<file path="src/rtl/ps2_host_tx.sv">
// PS/2 host-to-device transmitter.
// Sends one command byte to a PS/2 device. The host first inhibits the clock
// (request-to-send), then drives the start bit. It shifts out eight data bits
// LSB first plus odd parity on the device's falling clock edges, releases the
// data line for the stop bit, and samples the device's acknowledge. A watchdog
// aborts the transfer if the device stops clocking.
//
// Ports:
//   sysclk       in   system clock, rising-edge active
//   reset        in   asynchronous active-high reset
//   wr_ps2       in   one-cycle send request, honoured only while tx_idle=1
//   din[7:0]     in   command byte to transmit
//   ps2c_in      in   raw PS/2 clock line (asynchronous)
//   ps2d_in      in   raw PS/2 data line (asynchronous)
//   ps2c_oe      out  registered open-drain enable for clock (1 = pull low)
//   ps2d_oe      out  registered open-drain enable for data (1 = pull low)
//   tx_idle      out  1 while idle; gates the receiver
//   tx_done_tick out  one-cycle pulse at the end of every accepted transfer
//   tx_err       out  1 = no ack or timeout; valid from tx_done_tick onward
module ps2_host_tx #(
    parameter int unsigned INHIBIT_CYCLES = 10000,
    parameter int unsigned TIMEOUT_CYCLES = 200000
) (
    input  logic       sysclk,
    input  logic       reset,
    input  logic       wr_ps2,
    input  logic [7:0] din,
    input  logic       ps2c_in,
    input  logic       ps2d_in,
    output logic       ps2c_oe,
    output logic       ps2d_oe,
    output logic       tx_idle,
    output logic       tx_done_tick,
    output logic       tx_err
);

    localparam int unsigned InhW = $clog2(INHIBIT_CYCLES + 1);
    localparam int unsigned WdW  = $clog2(TIMEOUT_CYCLES + 1);

    typedef enum logic [2:0] {StIdle, StRts, StStart, StData, StStop} state_e;

    // Line conditioning
    logic [7:0] filt_sr_q;
    logic       filt_q, filt_prev_q;
    logic [1:0] d_sync_q;
    logic       ps2d_sync;
    logic       fall_edge;

    always_ff @(posedge sysclk or posedge reset) begin
        if (reset) begin
            filt_sr_q   <= '1;
            filt_q      <= 1'b1;
            filt_prev_q <= 1'b1;
            d_sync_q    <= '1;
        end else begin
            filt_sr_q   <= {ps2c_in, filt_sr_q[7:1]};
            // Change only on a unanimous window; otherwise hold the last value.
            if (filt_sr_q == 8'h00) begin
                filt_q <= 1'b0;
            end else if (filt_sr_q == 8'hFF) begin
                filt_q <= 1'b1;
            end
            filt_prev_q <= filt_q;
            d_sync_q    <= {d_sync_q[0], ps2d_in};
        end
    end

    assign ps2d_sync = d_sync_q[1];
    assign fall_edge = filt_prev_q & ~filt_q;

    // Transmit FSM
    state_e            state_q, state_d;
    logic [8:0]        sr_q, sr_d;        // {parity, data}; bit 0 is on the wire
    logic [3:0]        bit_cnt_q, bit_cnt_d;
    logic [InhW-1:0]   inh_cnt_q, inh_cnt_d;
    logic [WdW-1:0]    wd_q, wd_d;
    logic              c_oe_q, c_oe_d;
    logic              d_oe_q, d_oe_d;
    logic              done_q, done_d;
    logic              err_q, err_d;
    logic              wd_hit;

    assign wd_hit = (wd_q == WdW'(TIMEOUT_CYCLES - 1));

    always_comb begin
        state_d   = state_q;
        sr_d      = sr_q;
        bit_cnt_d = bit_cnt_q;
        inh_cnt_d = inh_cnt_q;
        wd_d      = wd_q;
        c_oe_d    = c_oe_q;
        d_oe_d    = d_oe_q;
        done_d    = 1'b0;
        err_d     = err_q;

        unique case (state_q)
            StIdle: begin
                c_oe_d = 1'b0;
                d_oe_d = 1'b0;
                if (wr_ps2) begin
                    sr_d      = {~^din, din};
                    err_d     = 1'b0;
                    inh_cnt_d = '0;
                    c_oe_d    = 1'b1;
                    state_d   = StRts;
                end
            end
            StRts: begin
                if (inh_cnt_q == InhW'(INHIBIT_CYCLES - 1)) begin
                    c_oe_d    = 1'b0;
                    d_oe_d    = 1'b1;     // start bit
                    wd_d      = '0;
                    bit_cnt_d = '0;
                    state_d   = StStart;
                end else begin
                    inh_cnt_d = inh_cnt_q + InhW'(1);
                end
            end
            StStart, StData, StStop: begin
                if (fall_edge) begin
                    wd_d = '0;
                    if (state_q == StStart) begin
                        d_oe_d  = ~sr_q[0];
                        state_d = StData;
                    end else if (state_q == StData) begin
                        if (bit_cnt_q == 4'd8) begin
                            d_oe_d  = 1'b0;   // stop bit via pull-up
                            state_d = StStop;
                        end else begin
                            sr_d      = {1'b1, sr_q[8:1]};
                            bit_cnt_d = bit_cnt_q + 4'd1;
                            d_oe_d    = ~sr_q[1];
                        end
                    end else begin
                        err_d   = ps2d_sync;  // device pulls data low to ack
                        done_d  = 1'b1;
                        state_d = StIdle;
                    end
                end else if (wd_hit) begin
                    c_oe_d  = 1'b0;
                    d_oe_d  = 1'b0;
                    err_d   = 1'b1;
                    done_d  = 1'b1;
                    state_d = StIdle;
                end else begin
                    wd_d = wd_q + WdW'(1);
                end
            end
            default: begin
                c_oe_d  = 1'b0;
                d_oe_d  = 1'b0;
                state_d = StIdle;
            end
        endcase
    end

    always_ff @(posedge sysclk or posedge reset) begin
        if (reset) begin
            state_q   <= StIdle;
            sr_q      <= '1;
            bit_cnt_q <= '1;
            inh_cnt_q <= '1;
            wd_q      <= '1;
            c_oe_q    <= 1'b0;
            d_oe_q    <= 1'b0;
            done_q    <= 1'b0;
            err_q     <= 1'b0;
        end else begin
            state_q   <= state_d;
            sr_q      <= sr_d;
            bit_cnt_q <= bit_cnt_d;
            inh_cnt_q <= inh_cnt_d;
            wd_q      <= wd_d;
            c_oe_q    <= c_oe_d;
            d_oe_q    <= d_oe_d;
            done_q    <= done_d;
            err_q     <= err_d;
        end
    end

    assign ps2c_oe      = c_oe_q;
    assign ps2d_oe      = d_oe_q;
    assign tx_idle      = (state_q == StIdle);
    assign tx_done_tick = done_q;
    assign tx_err       = err_q;

endmodule

</file>
<file path="config.mk">
export PLATFORM = sky130hd
export DESIGN_NAME = ps2_host_tx
export DESIGN_NICKNAME = d
export VERILOG_FILES = /design/src/rtl/ps2_host_tx.sv
export SDC_FILE = /design/constraint.sdc
export NUM_CORES = 1
export LEC_CHECK = 0
export BUFFER_PORTS_ARGS = -buffer_cell sky130_fd_sc_hd__buf_4
export CAP_MARGIN = 20
export CORE_ASPECT_RATIO = 1.25
export CORE_UTILIZATION = 49
export DETAILED_ROUTE_END_ITERATION = 6
export PLACE_DENSITY = 0.66
export SLEW_MARGIN = 10
export SYNTH_ARGS = -nofsm -noshare
export SYNTH_HDL_FRONTEND = slang
export SYNTH_SLANG_ARGS = --single-unit
</file>
<file path="constraint.sdc">
create_clock -name sysclk -period 4.23 [get_ports sysclk]
set_clock_uncertainty 0.2 [all_clocks]
set_input_delay 1.0575 -clock sysclk [delete_from_list [all_inputs] [get_ports sysclk]]
set_output_delay 1.0575 -clock sysclk [all_outputs]
set_load 0.01 [all_outputs]
</file>
After elaboration in Yosys (flattened, before gate mapping):

Cells that the tools add are included.

* input bits: 13
* register bits after elaboration: 64
* output and inout port bits: 5

* mux-type cells: 51
* bitwise gates (word level): 4
* equal/unequal tests: 23
* $add $sub $neg: 3
* reduce and logical (&&, ||, !) cells: 16

Operators with widths (number)
* $mux W18: 3
* $mux W9: 5
* $pmux W18 S2: 1
* $mux W14: 2
* $pmux W14 S2: 1
* $mux W1: 21
* $mux W3: 7
* $mux W4: 5
* $add A18 B1 Y18 const B: 1
* $eq A18 B18 Y1 const B: 1
* $ne A2 B2 Y1 const B: 9
* $pmux W9 S2: 1
* $add A14 B1 Y14 const B: 1
* $eq A14 B14 Y1 const B: 1
* $ne A3 B3 Y1 const B: 4
* $reduce_and A3 Y1: 4
* $reduce_and A6 Y1: 2
* $pmux W3 S3: 1
* $eq A8 B8 Y1 const B: 1
* $logic_not A8 Y1: 1
* $pmux W4 S2: 1
* $reduce_bool A2 Y1: 4
* $reduce_xnor A8 Y1: 1
* $eq A3 B2 Y1 const B: 2
* other kinds (14): 17

Longest topological paths before layout:

Gate-level depths: netlist of run 1.

* word-level depth: 6
* mapped depth: 8

Least setup slack after synthesis of run 1:

Ideal clock, no wire load.

* kind: reg-to-output
* start: register state_q[0]
* end: output port tx_idle
* arrival time: 1.015 ns
* data required time: 2.973 ns
* setup slack: 1.957 ns
* stages on the path, launching flop included: 3
* cells stage by stage: dfrtp_1 > clkbuf_1 > nor3_1

* longest elaborated chain between the ends: 1

RTL lines
* start, declared: RTL line 72 `state_e state_q, state_d;`
* start signal, assigned: RTL line 159 `state_q <= StIdle;`
* start signal, assigned: RTL line 169 `state_q <= state_d;`
* $logic_not A3 Y1: RTL line 183 `assign tx_idle = (state_q == StIdle);`
* end, declared: RTL line 32 `output logic tx_idle,`

Every way passes these cells.

Worst setup path in the final report of run 1:

* start: register state_q[0]
* end: register wd_q[16]

* longest elaborated chain between the ends: 4
* elaborated cells between the ends (all ways): 10
* classes of those cells: 6 x eq/ne; 1 x mux; 3 x reduce/logical

RTL lines
* $eq A3 B2 Y1 or $eq A3 B3 Y1 (tied branches): RTL line 96 `unique case (state_q)`
* $reduce_or A3 Y1: RTL line 96
* $ne A3 B3 Y1 (no source line) or $reduce_bool A2 Y1 (tied branches)
* $reduce_and A3 Y1 (no source line)
* end signal, assigned: RTL line 173 `wd_q <= wd_d;`
* end, declared: RTL line 76 `logic [WdW-1:0] wd_q, wd_d;`

Parallel ways exist; a longest one is shown, timed or not.
A chain may end at the register's enable or synchronous reset.

==> results of run 1 <==
==> registers in the layout (all words and copies together), names as in the netlist <==
| name | count |
|---|---|
| ps2d_oe | 1 |
| ps2c_oe | 1 |
| bit_cnt_q | 4 |
| tx_err | 1 |
| tx_done_tick | 1 |
| filt_sr_q | 8 |
| filt_prev_q | 1 |
| filt_q | 1 |
| sr_q | 9 |
| inh_cnt_q | 14 |
| wd_q | 18 |
| d_sync_q | 2 |
| state_q | 3 |
==> Yosys cell counts, types with 4 or more instances <==
master	n	share of area, %
xor2_1	10	2.6
nand3_1	18	2.7
nor2_1	20	2.2
a31oi_1	15	2.8
nor3_1	4	0.60
o21ai_0	20	3.0
a41oi_1	4	1.0
nand2b_1	5	0.93
dfstp_2	57	45
ha_1	4	1.5
a21oi_1	14	2.1
nand2_1	42	4.7
and4_1	5	1.3
clkbuf_1	6	0.67
nand4_1	8	1.5
and2_1	5	0.93
inv_1	6	0.67
buf_2	5	0.74
dfrtp_1	7	5.2
nor2b_1	7	1.3
and3_1	6	1.1
xnor2_1	7	1.8
mux2i_1	10	3.0
==> layout make-up <==
cell class / instances / area [µm²]
clock inverter: 3 / 17.52
sequential: 64 / 1673
timing repair buffer: 21 / 155.1
clock buffer: 13 / 158.9
fill: 591 / 2877
multi-input combinational: 248 / 1594
inverter: 6 / 22.52
tap: 87 / 108.9
==> power groups by stage <==
stage               combinational (µW)  sequential, µW  clock [µW]
CTS                                234             888         487
global route                       268             910         512
global placement                   226             893           0
detailed placement                 236             894           0
finish                             230             888         470
floorplan                          174             872           0
==> logic make-up (layout without fill, tap and decap cells) <==
group | count (synthesis) | in the layout | synth area share, %
mux | 11 | 11 | 3.315
xor+xnor | 17 | 17 | 4.432
fa+ha+maj | 4 | 4 | 1.490
flops | 64 | 64 | 49.80
buf+inv | 19 | 43 | 2.756
simple gates | 139 | 139 | 22.50
compound gates | 77 | 77 | 15.72
==> metal layers <==
| layer | vias to the layer above | wire length (µm) | global-route usage, % |
|---|---|---|---|
| li1 | 1257 | - | - |
| met1 | 1213 | 3065 | 26.52 |
| met2 | 33 | 3282 | 36.44 |
| met3 | 13 | 174 | 3.671 |
| met4 | 0 | 151 | 11.22 |
| met5 | - | 0 | 0 |
==> final timing paths <==
check / from / endpoint / slack [ns] / depth (start not counted)
max: state_q[0]$_DFFE_PP0P_ / wd_q[16]$_DFFE_PP1P_ / 1.47 / 6
min: d_sync_q[0]$_DFF_PP1_ / d_sync_q[1]$_DFF_PP1_ / 0.16 / 0
max reg2reg: state_q[0]$_DFFE_PP0P_ / wd_q[16]$_DFFE_PP1P_ / 1.47 / 6
min reg2reg: d_sync_q[0]$_DFF_PP1_ / d_sync_q[1]$_DFF_PP1_ / 0.16 / 0
max in group asynchronous: reset / wd_q[1]$_DFFE_PP1P_ / 2.25 / 3
min in group asynchronous: reset / tx_done_tick$_DFF_PP0_ / 0.73 / 2
==> cells in the final DEF (no fill, tap or decap), types with 6 or more instances in the layout <==
cell type,count
a21oi_1,14
a31oi_1,15
and3_1,6
buf_4,20
clkbuf_8,11
dfrtp_1,7
dfstp_2,57
mux2i_1,10
nand2_1,42
nand3_1,18
nand4_1,8
nor2_1,20
nor2b_1,7
o21ai_0,20
xnor2_1,7
xor2_1,10
==> metrics by stage <==
stage	hold slack [ns]	power, µW
detailed placement	0.1493	1130
global route	0.1619	1690
CTS	0.1591	1608
floorplan	0.1452	1047
finish	0.1575	1588
global placement	0.1482	1119
==> flow_summary.yaml, run 1 <==
global_routing:
  grt.total_usage_pct: 21.48
  antenna_found_initial: 0
  grt_max_degree: 47
  grt_pass1_vias: 2525
  grt_pass1_wl_um: 12140
  overflow: 0
timing:
  setup_viol: 0
  worst_slew_pin_slew_ns: 0.9203
  fin_crit_ns: 2.761
  rsz0062_at_grt: "false"
  post-route-period-util_pct: 65.27
  finalSetupTns_ns: 0
  relSlewSlack_pct: 38.56
  max_freq_mhz: 362.2
  worst_slack_ns: 1.469
  finalHoldViolations: 0
  slew_viol_final: 0
logic_synthesis:
  avgSynthCellArea_um2: 10.15
  ys_seq_area_share_pct: 49.80
  yosys_warnings: 0
  syn-num-nets: 348
  synth-edff-count: 0
  synthDistinctLibCells: 56
  syn-cell-area_um2: 3359
  synthCells: 331
  synthArstFlopShare_pct: 100.0
  ys_ff_latch: 64
  synth_top_flop_cell: "dfstp_2"
clock_network:
  cts_resized: 0
  cts_root_buf: "clkbuf_8"
  cts.clk_slew.worst_paths_ns: 0.06
  hold_buffers: 0
  cts.path.max_buffers: 2
  cts_made_buffers: 9
  clk-insertion-delay-late_ns: 0.34
  cts.sinks: 64
  htree_levels: 3
  cts_setup_buffers: 0
  cts_tree: "built"
pwr:
  p_switching_uw: 435.7
  switching_share_pct: 27.43
  pwr_density_cell_nw_per_um2: 425.8
  vdd_drop_max_mv: 0.2529
  p_int_uw: 1152
  p_leak_uw: 0.001452
  clkPwrFrac_pct: 29.6
  p_comb_share_pct: 14.5
  seqPwrFrac_pct: 55.9
floorplanning:
  core_area_um2: 6606
  die_h_um: 94.58
  dieArea_um2: 7193
  rows: 33
  fp.dieW_um: 76.06
  start_util_pct: 50.85
  io_pins: 18
placed_design:
  placed_area_um2: 3548
  hpwl_um: 4635
  io_buffers: 17
  placedCellCount: 425
  place_ws_ns: 1.301
  gp_congestion: 0.8011
setup_path:
  worstPathMaxFanout: 20
  critPathLaunchType: "flip-flop"
  path_class: "flip-flop to flip-flop"
  cp.arrival_ns: 2.82
  worstSetupEndpointType: "flip-flop"
  worstPathBufferInverterCount: 1
  slowest_stage: "o31a_1"
  critPathRequiredTime_ns: 4.29
  worstPathCellList: "or3b_1 > a21oi_1 > buf_4 > o31a_1 > a41oi_1 > a31oi_1"
  cpLargestDelayFamily: "compound AO/OA/AOI/OAI gates"
  critPathMaxStageDelay_ns: 0.64
hold_path:
  hold_class: "flip-flop to flip-flop"
final_layout:
  postLayoutCoreUtil_pct: 56.46
  post-route-cell-area_um2: 3730
  stdcell_count: 442
  drive_gt1_share_pct: 28.17
  antenna_cells: 0
  syn2layout_area_growth_pct: 11.02
  final_nets: 367
routing:
  vias: 2516
  drt_iter0_drc: 156
  antenna_left: 0
  wire_per_inst_um: 15.10
  via_per_inst: 5.692
  drc: 0
  drt_pass1_iterations: 4
  wl_um: 6673
flow_run:
  cap_violations: 0
run_status:
  status: "completed"
(Power assumes the default switching activity.)
==> run 2, diff against run 1 <==
--- a/config.mk
+++ b/config.mk
@@ -10,7 +10,7 @@
 export CORE_ASPECT_RATIO = 1.25
 export CORE_UTILIZATION = 49
 export DETAILED_ROUTE_END_ITERATION = 6
-export PLACE_DENSITY = 0.66
+export PLACE_DENSITY = 0.69
 export SLEW_MARGIN = 10
 export SYNTH_ARGS = -nofsm -noshare
 export SYNTH_HDL_FRONTEND = slang
==> constraint.sdc (replaced) <==
create_clock -name sysclk -period 2.4 [get_ports sysclk]
set_clock_uncertainty 0.2 [all_clocks]
set_input_delay 0.6 -clock sysclk [delete_from_list [all_inputs] [get_ports sysclk]]
set_output_delay 0.6 -clock sysclk [all_outputs]
set_load 0.01 [all_outputs]
==> flow_summary.yaml, run 2 (synthesized netlist as in run 1, its figures left out) <==
clock_network:
  clk-insertion-delay-late_ns: 0.35
  cts.path.max_buffers: 2
  cts_root_buf: "clkbuf_8"
  cts.clk_slew.worst_paths_ns: 0.08
  hold_buffers: 0
  htree_levels: 3
  cts_made_buffers: 9
  cts.sinks: 64
  cts_tree: "built"
final_layout:
  largestRegisters: "wd_q x18, inh_cnt_q x14, sr_q x9"
  final_nets: 379
  final_cell_mix: "dfstp_2 (57), nand2_1 (42), buf_4 (32)"
  largest_reg_flops: 18
  postLayoutCoreUtil_pct: 58.88
  drive_gt1_share_pct: 31.34
  antenna_cells: 0
  final_common_cell: "dfstp_2"
  syn2layout_area_growth_pct: 15.79
  top_register: "wd_q"
  ff_latch_area_um2: 1673
  fillers: 560
  multi_input_area_um2: 1599
setup_path:
  cp.arrival_ns: 1.43
  worstPathMaxFanout: 7
  path_class: "flip-flop to primary output"
  critPathRequiredTime_ns: 1.60
  worstSetupEndpointType: "primary output"
  critPathLaunchType: "flip-flop"
  ff2ff_path_depth: 6
floorplanning:
  rows: 33
  core_area_um2: 6606
  start_util_pct: 50.85
  die_h_um: 94.58
  dieArea_um2: 7193
  fp.dieW_um: 76.06
  io_pins: 18
placed_design:
  io_buffers: 17
  hpwl_um: 4861
  gp_congestion: 0.9033
global_routing:
  grt_use_met3_pct: 3.285
  grt_pass1_wl_um: 12210
  overflow: 0
  grt-busiest-layer: "met2"
  met2_usage_pct: 38.26
  grt_max_degree: 65
  antenna_found_initial: 0
  grt_pass1_vias: 2677
  grt.total_usage_pct: 21.56
  met1_usage_pct: 25.83
pwr:
  vdd_drop_max_mv: 0.4224
  p_leak_uw: 0.001538
  power_uw: 3065
  pwr_density_cell_nw_per_um2: 788.0
flow_run:
  cap_violations: 0
routing:
  drc: 0
  via_per_inst: 5.767
  antenna_left: 0
  wl_um: 6959
  vias: 2618
  wire_per_inst_um: 15.33
  drt_iter0_drc: 121
  drt_pass1_iterations: 4
timing:
  finalHoldViolations: 0
  post-route-period-util_pct: 92.99
  max_freq_mhz: 448.1
  rsz0062_at_grt: "false"
  setup_viol: 0
  worst_slew_pin_slew_ns: 0.4521
  fin_hold_ws_ns: 0.1222
  relSlewSlack_pct: 69.86
  slew_viol_final: 0
  fin_crit_ns: 2.232
  finalSetupTns_ns: 0
hold_path:
  hold_class: "primary input to asynchronous set/reset pin"
run_status:
  status: "completed"
[run 2: cell types whose count changed in the layout (fill, tap and decap cells not counted), sizes merged]
cell,change
buf,+12
bufinv,+2
clkbuf,-4
clkinv,-1
inv,+3
[run 2: worst paths after layout]
kind                                           from                        end  slack [ns]
max                          state_q[1]$_DFFE_PP0P_                    tx_idle        0.17
min reg2reg                   d_sync_q[0]$_DFF_PP1_      d_sync_q[1]$_DFF_PP1_        0.16
min                                           reset         tx_err$_DFFE_PP0P_        0.12
min in group sysclk                         ps2c_in     filt_sr_q[7]$_DFF_PP1_        0.15
max in group asynchronous                     reset  inh_cnt_q[11]$_DFFE_PP1P_        1.57
max reg2reg                inh_cnt_q[0]$_DFFE_PP1P_   bit_cnt_q[3]$_DFFE_PP1P_        0.18
[run 2: what timing repair did]
action | CTS | global route
setup buffers | 0 | 0
setup endpoints to repair | 0 | 1
resized for setup | 0 | 1
[run 2: per-stage QoR]
step           instances  cell area, µm²  setup WS (ns)
2_1_floorplan        331            3359        0.09623
3_3_place_gp         438            3659         0.2598
3_5_place_dp         438            3659         0.2079
4_1_cts              454            3885        0.03541
5_1_grt              454            3890        0.04151
6_report             454            3890         0.1683
[run 2: layer usage]
| metal | wire [µm] | share of wire, % | vias to the layer above |
|---|---|---|---|
| li1 | - | - | 1279 |
| met1 | 3113 | 45 | 1290 |
| met2 | 3544 | 51 | 39 |
| met3 | 184 | 2.6 | 10 |
| met4 | 116 | 1.7 | 0 |
| met5 | 0 | 0 | - |
[run 2: power by group]
part	switching (µW)	internal (µW)	leakage [µW]	total, µW
sequential	167	1400	0.000682	1570
clock	467	597	0.000111	1060
combinational	222	212	0.000745	434
total	855	2210	0.00154	3070
[run 2: critical path, stage by stage (launching register included)]
cell and delay [ns]:
dfrtp_1 0.45, buf_4 0.19, nor3_2 0.27, buf_4 0.18
[run 2: final cells by class]
type                    count  share of cell area, %
inverters                   6                 0.5790
well taps                  87                  2.798
clock inverters             7                  2.637
repair buffers             33                  6.690
flip-flops and latches     64                  43.00
clock buffers               9                  3.184
multi-input cells         248                  41.11
==> run 3, diff against run 2 <==
==> constraint.sdc (replaced) <==
create_clock -name sysclk -period 2.4 [get_ports sysclk]
set_clock_uncertainty 0.2 [all_clocks]
set_input_delay 0 -clock sysclk [delete_from_list [all_inputs] [get_ports sysclk]]
set_output_delay 0 -clock sysclk [all_outputs]
set_load 0.01 [all_outputs]
==> flow_summary.yaml, run 3 (synthesized netlist as in run 1, its figures left out) <==
setup_path:
  slowest_stage: "dfstp_2"
  critPathMaxStageDelay_ns: 0.60
  worstSetupEndpointType: "flip-flop"
  rrSetupSlack_ns: 0.15
  cp.arrival_ns: 2.28
  critPathLaunchType: "flip-flop"
  path_class: "flip-flop to flip-flop"
  critPathRequiredTime_ns: 2.43
  worstPathMaxFanout: 10
  worstPathCellList: "nor4b_4 > nand4_2 > o31a_1 > buf_4 > o41ai_1"
final_layout:
  fillers: 553
  largestRegisters: "wd_q x18, inh_cnt_q x14, sr_q x9"
  final_cell_mix: "dfstp_2 (57), nand2_1 (42), buf_4 (33)"
  drive_gt1_share_pct: 30.08
  antenna_cells: 0
  largest_reg_flops: 18
  final_nets: 391
  syn2layout_area_growth_pct: 17.43
  post-route-cell-area_um2: 3945
  postLayoutCoreUtil_pct: 59.72
  final_common_cell: "dfstp_2"
  top_register: "wd_q"
global_routing:
  grt-busiest-layer: "met2"
  grt_pass1_wl_um: 12680
  grt.total_usage_pct: 22.72
  grt_pass1_vias: 2770
  met2_usage_pct: 40.30
  met1_usage_pct: 26.50
  grt_max_degree: 31
  grt_use_met3_pct: 4.444
  antenna_found_initial: 0
  overflow: 0
floorplanning:
  rows: 33
  start_util_pct: 50.85
  dieArea_um2: 7193
  core_area_um2: 6606
  die_h_um: 94.58
  io_pins: 18
  fp.dieW_um: 76.06
routing:
  wl_um: 7137
  drc: 0
  vias: 2691
  antenna_left: 0
  wire_per_inst_um: 15.32
  drt_pass1_iterations: 4
  drt_iter0_drc: 113
  via_per_inst: 5.775
placed_design:
  gp_congestion: 0.8721
  placed_area_um2: 3646
  place_ws_ns: 0.1351
  io_buffers: 17
  hpwl_um: 5022
run_status:
  status: "completed"
timing:
  rsz0062_at_grt: "false"
  post-route-period-util_pct: 93.64
  worst_slack_ns: 0.1526
  slew_viol_final: 0
  setup_viol: 0
  max_freq_mhz: 445.0
  relSlewSlack_pct: 59.16
  finalHoldViolations: 0
  fin_crit_ns: 2.247
  finalSetupTns_ns: 0
  worst_slew_pin_slew_ns: 0.6117
clock_network:
  cts.clk_slew.worst_paths_ns: 0.08
  cts.path.max_buffers: 2
  clk-insertion-delay-late_ns: 0.35
  htree_levels: 3
  cts_tree: "built"
  cts_made_buffers: 9
  cts_root_buf: "clkbuf_8"
  cts.sinks: 64
hold_path:
  hold_class: "primary input to asynchronous set/reset pin"
pwr:
  p_leak_uw: 0.001558
  pwr_density_cell_nw_per_um2: 724.2
  vdd_drop_max_mv: 0.4211
flow_run:
  cap_violations: 0
==> run 3: path summary, 6_finish.rpt <==
path                                       start                endpoint  cells after the start
min in group sysclk                      ps2d_in   d_sync_q[0]$_DFF_PP1_                      2
min reg2reg                d_sync_q[0]$_DFF_PP1_   d_sync_q[1]$_DFF_PP1_                      0
max in group asynchronous                  reset     wd_q[9]$_DFFE_PP1P_                      4
min                                        reset  tx_done_tick$_DFF_PP0_                      3
max                          wd_q[8]$_DFFE_PP1P_     ps2d_oe$_DFFE_PP0P_                      5
max reg2reg                  wd_q[8]$_DFFE_PP1P_     ps2d_oe$_DFFE_PP0P_                      5
==> run 3: timing repair <==
item                      CTS  global route
hold endpoints to repair   55             0
gates resized for setup     0             0
hold buffers               12             0
setup buffers               0             0
==> run 3: final cells by class <==
| cell class | count | area (µm²) | area share (%) |
|---|---|---|---|
| flip-flops and latches | 64 | 1673 | 42.40 |
| multi-input cells | 248 | 1594 | 40.41 |
| repair buffers | 45 | 367.9 | 9.324 |
| clock buffers | 9 | 123.9 | 3.140 |
| well taps | 87 | 108.9 | 2.759 |
| clock inverters | 7 | 55.05 | 1.395 |
| inverters | 6 | 22.52 | 0.5709 |
==> run 3: metrics by stage <==
step                      total power, µW  hold slack, ns  instances
final                                2857         0.08050        466
after CTS                            2879         0.07227        466
after floorplan                      1845         -0.1955        331
after global routing                 3023         0.08084        466
after detailed placement             2012        -0.09060        438
after global placement               1993        -0.09149        438
==> run 3: worst max-delay path: cells and delay by family, from the launching register on <==
kind	cells	cell delay (ns)
and+or+nand+nor	2	0.41
buffers and inverters	1	0.19
DFF	1	0.60
AOI/OAI and AO/OA	2	0.74
==> run 3: report_power, final <==
group | total (µW) | leakage [µW] | internal [µW] | switching (µW)
Combinational | 446 | 0.000790 | 223 | 223
Sequential | 1570 | 0.000682 | 1400 | 168
Clock | 841 | 0.0000862 | 382 | 459
Total | 2860 | 0.00156 | 2010 | 851
==> run 3: routing by layer <==
metal,share of wire (%),vias up
li1,-,1310
met1,44,1324
met2,51,45
met3,2.6,12
met4,2.3,0
met5,0,-
